## src/rtl/serial_deframer.sv

```systemverilog
`default_nettype none
// serial_deframer: hunts an LSB-first bit stream for SYNC, packs FRAME_LEN payload bytes into a show-ahead FIFO.
// Optional macro DEFRAMER_SYNC_TOL_EN: sync accepted within Hamming distance 1, adds sync_corrected pulse output.
module serial_deframer #(
  parameter logic [7:0] SYNC       = 8'h7E,
  parameter int         FRAME_LEN  = 4,
  parameter int         FIFO_DEPTH = 4
) (
  input  logic       clk,
  input  logic       reset,
  input  logic       in_valid,
  input  logic       in_bit,
  input  logic       hunt,
  output logic [7:0] m_data,
  output logic       m_valid,
  input  logic       m_ready,
  output logic       m_first,
  output logic       m_last,
  output logic       locked,
  output logic       overflow
`ifdef DEFRAMER_SYNC_TOL_EN
  ,
  output logic       sync_corrected
`endif
);

  localparam int PW = (FIFO_DEPTH > 1) ? $clog2(FIFO_DEPTH) : 1;
  localparam int CW = PW + 1;

  typedef enum logic [0:0] {
    S_HUNT    = 1'b0,
    S_PAYLOAD = 1'b1
  } state_t;

  state_t          state_q;
  logic            locked_q;
  logic [7:0]      window_q;
  logic [2:0]      bit_cnt_q;
  logic [7:0]      byte_cnt_q;
  logic            overflow_q;

  logic [7:0]      fifo_data_q  [FIFO_DEPTH];
  logic            fifo_first_q [FIFO_DEPTH];
  logic            fifo_last_q  [FIFO_DEPTH];
  logic [PW-1:0]   wr_ptr_q, wr_ptr_d;
  logic [PW-1:0]   rd_ptr_q, rd_ptr_d;
  logic [CW-1:0]   count_q,  count_d;

  logic [7:0]      window_next;
  logic [7:0]      sync_diff;
  logic            sync_exact;
  logic            sync_hit;
  logic            push_req;
  logic            push_first;
  logic            push_last;
  logic            fifo_full;
  logic            pop;
  logic            push_ok;

  assign window_next = {in_bit, window_q[7:1]};
  assign sync_diff   = window_next ^ SYNC;
  assign sync_exact  = (sync_diff == 8'h00);

`ifdef DEFRAMER_SYNC_TOL_EN
  logic sync_corr_q;
  // x & (x-1) clears the lowest set bit, so zero means at most one differing bit.
  assign sync_hit       = ((sync_diff & 8'(sync_diff - 8'd1)) == 8'h00);
  assign sync_corrected = sync_corr_q;
`else
  assign sync_hit = sync_exact;
`endif

  assign push_req   = (state_q == S_PAYLOAD) && in_valid && !hunt && (bit_cnt_q == 3'd7);
  assign push_first = (byte_cnt_q == 8'd0);
  assign push_last  = (byte_cnt_q == 8'(FRAME_LEN - 1));

  assign m_valid   = (count_q != '0);
  assign fifo_full = (count_q == CW'(FIFO_DEPTH));
  assign pop       = m_valid && m_ready;
  assign push_ok   = push_req && (!fifo_full || pop);

  assign m_data   = m_valid ? fifo_data_q[rd_ptr_q]  : 8'h00;
  assign m_first  = m_valid ? fifo_first_q[rd_ptr_q] : 1'b0;
  assign m_last   = m_valid ? fifo_last_q[rd_ptr_q]  : 1'b0;
  assign locked   = locked_q;
  assign overflow = overflow_q;

  always_ff @(posedge clk or negedge reset) begin
    if (!reset) begin
      state_q    <= S_HUNT;
      locked_q   <= 1'b0;
      window_q   <= 8'h00;
      bit_cnt_q  <= 3'd0;
      byte_cnt_q <= 8'd0;
`ifdef DEFRAMER_SYNC_TOL_EN
      sync_corr_q <= 1'b0;
`endif
    end else begin
`ifdef DEFRAMER_SYNC_TOL_EN
      sync_corr_q <= 1'b0;
`endif
      if (hunt) begin
        state_q    <= S_HUNT;
        locked_q   <= 1'b0;
        window_q   <= 8'h00;
        bit_cnt_q  <= 3'd0;
        byte_cnt_q <= 8'd0;
      end else if (in_valid) begin
        case (state_q)
          S_HUNT: begin
            if (sync_hit) begin
              state_q    <= S_PAYLOAD;
              locked_q   <= 1'b1;
              window_q   <= 8'h00;
              bit_cnt_q  <= 3'd0;
              byte_cnt_q <= 8'd0;
`ifdef DEFRAMER_SYNC_TOL_EN
              sync_corr_q <= !sync_exact;
`endif
            end else begin
              window_q <= window_next;
            end
          end
          S_PAYLOAD: begin
            bit_cnt_q <= bit_cnt_q + 3'd1;
            if (bit_cnt_q == 3'd7 && push_last) begin
              // Frame complete: the next frame must present a whole new sync byte.
              state_q    <= S_HUNT;
              locked_q   <= 1'b0;
              window_q   <= 8'h00;
              byte_cnt_q <= 8'd0;
            end else begin
              window_q <= window_next;
              if (bit_cnt_q == 3'd7) begin
                byte_cnt_q <= byte_cnt_q + 8'd1;
              end
            end
          end
          default: begin
            state_q  <= S_HUNT;
            locked_q <= 1'b0;
          end
        endcase
      end
    end
  end

  always_comb begin
    wr_ptr_d = wr_ptr_q;
    rd_ptr_d = rd_ptr_q;
    count_d  = count_q;
    if (push_ok) begin
      wr_ptr_d = wr_ptr_q + PW'(1);
    end
    if (pop) begin
      rd_ptr_d = rd_ptr_q + PW'(1);
    end
    case ({push_ok, pop})
      2'b10:   count_d = count_q + CW'(1);
      2'b01:   count_d = count_q - CW'(1);
      default: count_d = count_q;
    endcase
  end

  always_ff @(posedge clk or negedge reset) begin
    if (!reset) begin
      wr_ptr_q   <= '0;
      rd_ptr_q   <= '0;
      count_q    <= '0;
      overflow_q <= 1'b0;
    end else begin
      wr_ptr_q <= wr_ptr_d;
      rd_ptr_q <= rd_ptr_d;
      count_q  <= count_d;
      // A dropped byte still advances the frame counters; only this flag records it.
      if (push_req && !push_ok) begin
        overflow_q <= 1'b1;
      end
    end
  end

  always_ff @(posedge clk) begin
    if (push_ok) begin
      fifo_data_q[wr_ptr_q]  <= window_next;
      fifo_first_q[wr_ptr_q] <= push_first;
      fifo_last_q[wr_ptr_q]  <= push_last;
    end
  end

endmodule
`default_nettype wire

```

## config.mk

```make
export PLATFORM = sky130hd
export DESIGN_NAME = serial_deframer
export DESIGN_NICKNAME = d
export VERILOG_FILES = /design/src/rtl/serial_deframer.sv
export SDC_FILE = /design/constraint.sdc
export NUM_CORES = 1
export LEC_CHECK = 0
export CAP_MARGIN = 25
export CORE_UTILIZATION = 30
export CTS_CLUSTER_DIAMETER = 40
export DETAILED_ROUTE_END_ITERATION = 6
export PLACE_DENSITY = 0.56
export REMOVE_ABC_BUFFERS = 1
export SYNTH_ARGS = -nofsm -noshare
export SYNTH_HDL_FRONTEND = slang
export SYNTH_SLANG_ARGS = --single-unit
```

## constraint.sdc

```tcl
create_clock -name clk -period 3.1 [get_ports clk]
set_clock_uncertainty 0.05 [all_clocks]
set_input_delay 0.62 -clock clk [delete_from_list [all_inputs] [get_ports clk]]
set_output_delay 0.62 -clock clk [all_outputs]
set_load 0.02 [all_outputs]
```

==> results of run 1 <==
## per-layer routing
metal / routed length [um] / vias up / track usage (%) / share of wire [%]
li1: - / 939 / - / -
met1: 2850 / 992 / 15.2 / 46
met2: 3060 / 31 / 20.2 / 50
met3: 213 / 4 / 3.99 / 3.5
met4: 39 / 0 / 3.32 / 0.63
met5: 0 / - / 0 / 0
## how the worst max path moves through the flow
stage / endpoint / slack (ns) / cells past startpoint / startpoint
floorplan: count_q[1] / 0.93 / 8 / bit_cnt_q[0]
global placement: fifo_data_q[2][3] / 0.51 / 4 / hunt
detailed placement: fifo_data_q[2][3] / 0.50 / 4 / hunt
CTS: m_data[5] / 0.17 / 3 / count_q[1]
global route: m_data[5] / 0.10 / 3 / count_q[1]
finish: m_data[5] / 0.23 / 3 / count_q[1]
## flip-flops by register name, indices dropped and copies added (netlist names)
| register | count |
|---|---|
| locked | 1 |
| fifo_data_q | 32 |
| fifo_first_q | 4 |
| rd_ptr_q | 2 |
| bit_cnt_q | 3 |
| count_q | 3 |
| fifo_last_q | 4 |
| state_q | 1 |
| wr_ptr_q | 2 |
| overflow | 1 |
| byte_cnt_q | 8 |
| window_q | 7 |
## cells in the mapped netlist (all sizes together) (2+ instances only)
master	count
a21o	2
a21oi	12
a22o	8
a31oi	2
and2	15
and3	4
and4b	3
buf	6
clkbuf	3
dfrtp	28
edfxtp	40
ha	9
inv	9
mux2i	2
mux4	10
nand2	13
nand2b	3
nand3	13
nand4b	4
nor2	7
nor3	4
o21ai	11
xnor2	5
## cell families after synthesis
family / after synthesis
AO/OA/AOI/OAI: 45
XOR/XNOR: 5
adder cells (fa/ha/maj): 10
buffers and inverters: 18
flip-flops: 68
multiplexers: 12
AND/OR/NAND/NOR: 74
## through the flow
stage | instance area, um2 | setup WS [ns]
2_1_floorplan | 3130 | 0.933
3_3_place_gp | 3540 | 0.506
3_5_place_dp | 3540 | 0.500
5_1_grt | 3750 | 0.103
4_1_cts | 3750 | 0.170
6_report | 3750 | 0.233
## cell type report
cell class	instances	area [um2]	share of cell area (%)
Inverter	9	33.8	0.900
Clock inverter	6	90.1	2.40
Tap cell	136	170	4.53
Clock buffer	9	124	3.30
Multi-Input combinational cell	146	1190	31.8
Sequential cell	68	1900	50.7
Timing Repair Buffer	26	240	6.40
## power groups by stage
stage | registers (mW) | clock network [mW] | logic [mW]
after floorplan | 1.08 | 0 | 0.430
after global placement | 1.07 | 0 | 0.758
after detailed placement | 1.07 | 0 | 0.769
after CTS | 1.05 | 0.806 | 0.770
after global routing | 1.06 | 0.840 | 0.819
final | 1.05 | 0.781 | 0.748
## critical path, cell delays in order, from the launching register on
cell and delay, ns:
dfrtp_1 0.47, or3_1 0.61, and2_1 0.24, clkdlybuf4s50_1 0.53
==> qor.yml, run 1 <==
sta:
  max_slew_margin_pct: 60.4
  hold_viol_final: 0
  timing.final.crit_share_pct: 92.5
  tightest_slew_ns: 0.593
  period_minus_slack_ns: 2.87
  final.setup.tns_ns: 0
  finalSetupViolCount: 0
  rsz0062_at_grt: "no"
  fmax_ghz: 0.349
  slew_viol_final: 0
  timing.hold.ws_ns: 0.410
power:
  p_int_mw: 1.82
  p_seq_share_pct: 40.7
  p_comb_share_pct: 29.0
  p_leak_nw: 1.40
  vdd_drop_max_uv: 286
  finalPower_mw: 2.58
  clkPwrFrac_pct: 30.3
  p_sw_share_pct: 29.5
  power.switching_uw: 760
  power_density_mw_per_mm2: 687
hold_path:
  min_from: "overflow"
  whs_path_depth: 1
  hold_path_class: "reg2reg"
  min_to: "overflow"
setup_path:
  crit_path_start_kind: "flip-flop"
  r2r_setup_slack_ns: 0.74
  reg2reg_depth: 10
  critPathKind: "reg2out"
  worstPathRequired_ns: 2.43
  worst_ep_arrival_time_ns: 2.20
  reg2reg_from: "bit_cnt_q[0]"
  crit_path_end_kind: "primary output"
  worstPathMaxFanout: 14
  rr_endpoint: "count_q[2]"
synth:
  synth_edf_count: 40
  synth_top_area_cell: "edfxtp_1"
  synth-seq-cells: 68
  synth_top_cell_area_share_pct: 37.9
  syn_area_mm2: 0.00317
  syn_area_per_cell_um2: 13.7
  synth_area_leaders: "edfxtp_1 38%, dfrtp_1 22%, mux4_2 7.1%"
  synth_seq_area_share_pct: 60.0
  ys.flop_type: "edfxtp_1"
  synthMuxAreaShare_pct: 7.74
  synth_xor_area_share_pct: 1.38
  yosysWarnings: 0
  synth_fa_ha_area_share_pct: 4.18
  syn_inst: 232
  synth_compound_area_share_pct: 10.1
  yosys.area_share.simple_pct: 14.2
  post_synth_num_cell_types: 46
  synth_top_family_by_area: "simple AND/OR/NAND/NOR gates"
  async_flop_share_pct: 41.2
cts:
  cts_buffers: 9
  holdBufCountCts: 0
  ctsResizeCount: 0
  clock-root-buffer: "clkbuf_8"
  cts_tree: "built"
  clk_latency_ns: 0.33
  numClockSinks: 68
  post_cts_buffers: 0
  clockBufferDepth: 2
  cts.clk_slew.worst_paths_ns: 0.07
  htreeDepth: 3
finish:
  finalNonFillerCells: 400
  antenna_cells: 0
  layout_commonest_cell: "edfxtp_1"
  fin_nets: 276
  fillers: 1010
  fin_util_pct: 36.5
  mostFrequentLayoutCells: "40 x edfxtp_1, 28 x dfrtp_1, 18 x clkdlybuf4s50_1"
  area_delta_synth_final_pct: 18.4
  drive_gt1_share_pct: 17.0
place:
  dp_hpwl_um: 4220
  portBuffers: 18
  post-place-cells: 385
  gp_congestion: 0.771
global_routing:
  antenna_found_initial: 0
  grt_pass1_wl_um: 10100
  grt_pass1_vias: 1951
  grt_max_degree: 29
  gr-usage-all-layers_pct: 12.2
  grt-ovfl-total: 0
floorplan:
  rows: 37
  dieArea_mm2: 0.0110
  die_h_um: 105
  start_util_pct: 30.8
  die_w_um: 105
  coreArea_mm2: 0.0103
  ios: 19
job:
  drv_cap: 0
routing:
  vias: 1966
  wl_per_cell_um: 15.4
  firstDrtPassIters: 4
  routed_wirelength_um: 6160
  drt_iter0_markers: 85
  drcViolationCount: 0
  postRouteAntennaNets: 0
  vias_per_cell: 4.92
run_status:
  status: "completed"
(Power assumes the default switching activity.)
==> run 2, diff against run 1 <==
Settings changed: CORE_MARGIN from default to 2.
==> run 2 against run 1 <==
Compared with the run above: final cell count did not move; via count fell by 2.5%; non-clock buffer count fell by 1; core utilization fell by 0.37 points; critical path depth did not move; first-iteration DRC count fell by 3.5%.
==> qor.yml, run 2 (synthesis results as in run 1) <==
run_status:
  status: "completed"
cts:
  clk_latency_ns: 0.33  # about the same
  ctsResizeCount: 0  # unchanged
  post_cts_buffers: 0  # unchanged
  cts_tree: "built"
  cts_buffers: 9  # unchanged
  clock-root-buffer: "clkbuf_8"
  numClockSinks: 68  # unchanged
  htreeDepth: 3  # unchanged
  holdBufCountCts: 0  # unchanged
  cts.clk_slew.worst_paths_ns: 0.07  # about the same
  clockBufferDepth: 2  # unchanged
floorplan:
  ios: 19  # unchanged
  die_h_um: 107  # +1.9%
  start_util_pct: 30.8  # unchanged
  die_w_um: 107  # +1.9%
  rows: 37  # unchanged
  dieArea_mm2: 0.0114  # +3.9%
  coreArea_mm2: 0.0103  # unchanged
setup_path:
  crit_path_start_kind: "flip-flop"
  reg2reg_depth: 9  # -1
  slowest_stage: "or3_1"
  worstPathRequired_ns: 2.43  # about the same
  worstPathMaxFanout: 14  # unchanged
  crit_path_end_kind: "primary output"
  critPathKind: "reg2out"
  worst_ep_arrival_time_ns: 2.18  # -0.02 ns
  max_stage_delay_ns: 0.61  # about the same
  cp_cell_sequence: "or3_1 -> and2_1 -> clkdlybuf4s50_1"
power:
  finalPower_mw: 2.49  # -3.4%
  vdd_drop_max_uv: 290  # +1.3%
  power_density_mw_per_mm2: 670  # -2.4%
  p_leak_nw: 1.37  # -1.9%
place:
  place_ws_ns: 0.505  # +0.00511 ns
  gp_congestion: 0.771  # about the same
  place_area_mm2: 0.00353  # -0.21%
  post-place-cells: 384  # -0.26%
  portBuffers: 18  # unchanged
  dp_hpwl_um: 4100  # -2.9%
sta:
  timing.hold.ws_ns: 0.416  # +0.00606 ns
  slew_viol_final: 0  # unchanged
  finalSetupViolCount: 0  # unchanged
  timing.final.crit_share_pct: 91.8  # -0.68 points
  period_minus_slack_ns: 2.85  # -0.0212 ns
  final.setup.tns_ns: 0  # unchanged
  tightest_slew_ns: 0.598  # +0.00475 ns
  fmax_ghz: 0.351  # +0.74%
  timing.final.ws_setup_ns: 0.254  # +0.0212 ns
  max_slew_margin_pct: 59.8  # -0.62 points
  rsz0062_at_grt: "no"
  hold_viol_final: 0  # unchanged
hold_path:
  hold_path_class: "reg2reg"
  whs_path_depth: 1  # unchanged
global_routing:
  grt_pass1_vias: 2017  # +3.4%
  grt-ovfl-total: 0  # unchanged
  antenna_found_initial: 0  # unchanged
  grt_pass1_wl_um: 10300  # +1.4%
  gr-usage-all-layers_pct: 11.7  # -0.48 points
  grt_max_degree: 29  # unchanged
finish:
  multi_input_area_mm2: 0.00119  # unchanged
  fin_util_pct: 36.1  # -0.37 points
  fin_area_mm2: 0.00371  # -1.0%
  top_regs: "fifo_data_q (32), byte_cnt_q (8), window_q (7)"
  area_delta_synth_final_pct: 17.2
  antenna_cells: 0  # unchanged
  fillers: 1018  # +0.79%
  finalNonFillerCells: 400  # unchanged
  fin_nets: 275  # -0.36%
  top_register: "fifo_data_q"
  mostFrequentLayoutCells: "40 x edfxtp_1, 28 x dfrtp_1, 18 x clkdlybuf4s50_1"
  drive_gt1_share_pct: 15.5  # -1.5 points
  largest_register_ff_count: 32  # unchanged
  layout_commonest_cell: "edfxtp_1"
  seqCellArea_mm2: 0.00190  # unchanged
job:
  drv_cap: 0  # unchanged
routing:
  routed_wirelength_um: 6090  # -1.2%
  wl_per_cell_um: 15.2  # -1.2%
  drcViolationCount: 0  # unchanged
  vias_per_cell: 4.79  # -2.5%
  vias: 1916  # -2.5%
  drt_iter0_markers: 82  # -3.5%
  firstDrtPassIters: 6  # +2
  postRouteAntennaNets: 0  # unchanged
[run 2: cell count changes in the layout (fill, tap and decap cells not counted), sizes merged]
cell	change
buf	-1
clkbuf	+2
bufinv	-1
clkinv	-1
clkinvlp	+1
[run 2: report_power, final]
part,switching [mW],internal [mW]
Combinational,0.362,0.383
Sequential,0.0660,0.984
Clock,0.327,0.367
[run 2: path summary, 6_finish.rpt]
check | startpoint | end | slack [ns]
min in group asynchronous | reset | locked | 0.61
min | overflow | overflow | 0.42
min reg2reg | overflow | overflow | 0.42
max | count_q[1] | m_data[4] | 0.25
max in group asynchronous | reset | byte_cnt_q[7] | 2.09
max reg2reg | bit_cnt_q[0] | count_q[1] | 0.75
[run 2: cell type report]
class / instances / share of cell area (%)
Multi-Input combinational cell: 146 / 32.1
Clock buffer: 11 / 3.54
Inverter: 9 / 0.909
Clock inverter: 5 / 1.41
Timing Repair Buffer: 25 / 6.26
Tap cell: 136 / 4.58
Sequential cell: 68 / 51.2
[run 2: worst max-delay path, delay by kind of cell (launching register included)]
family        cells  cell delay (ns)
buf+inv           1             0.54
flops             1             0.46
simple gates      2             0.84
[run 2: per-layer routing]
metal	global-route usage, %	up-vias	part of all wire [%]
li1	-	936	-
met1	15.9	944	49
met2	18.5	26	47
met3	2.19	10	2.2
met4	4.73	0	1.4
met5	0	-	0
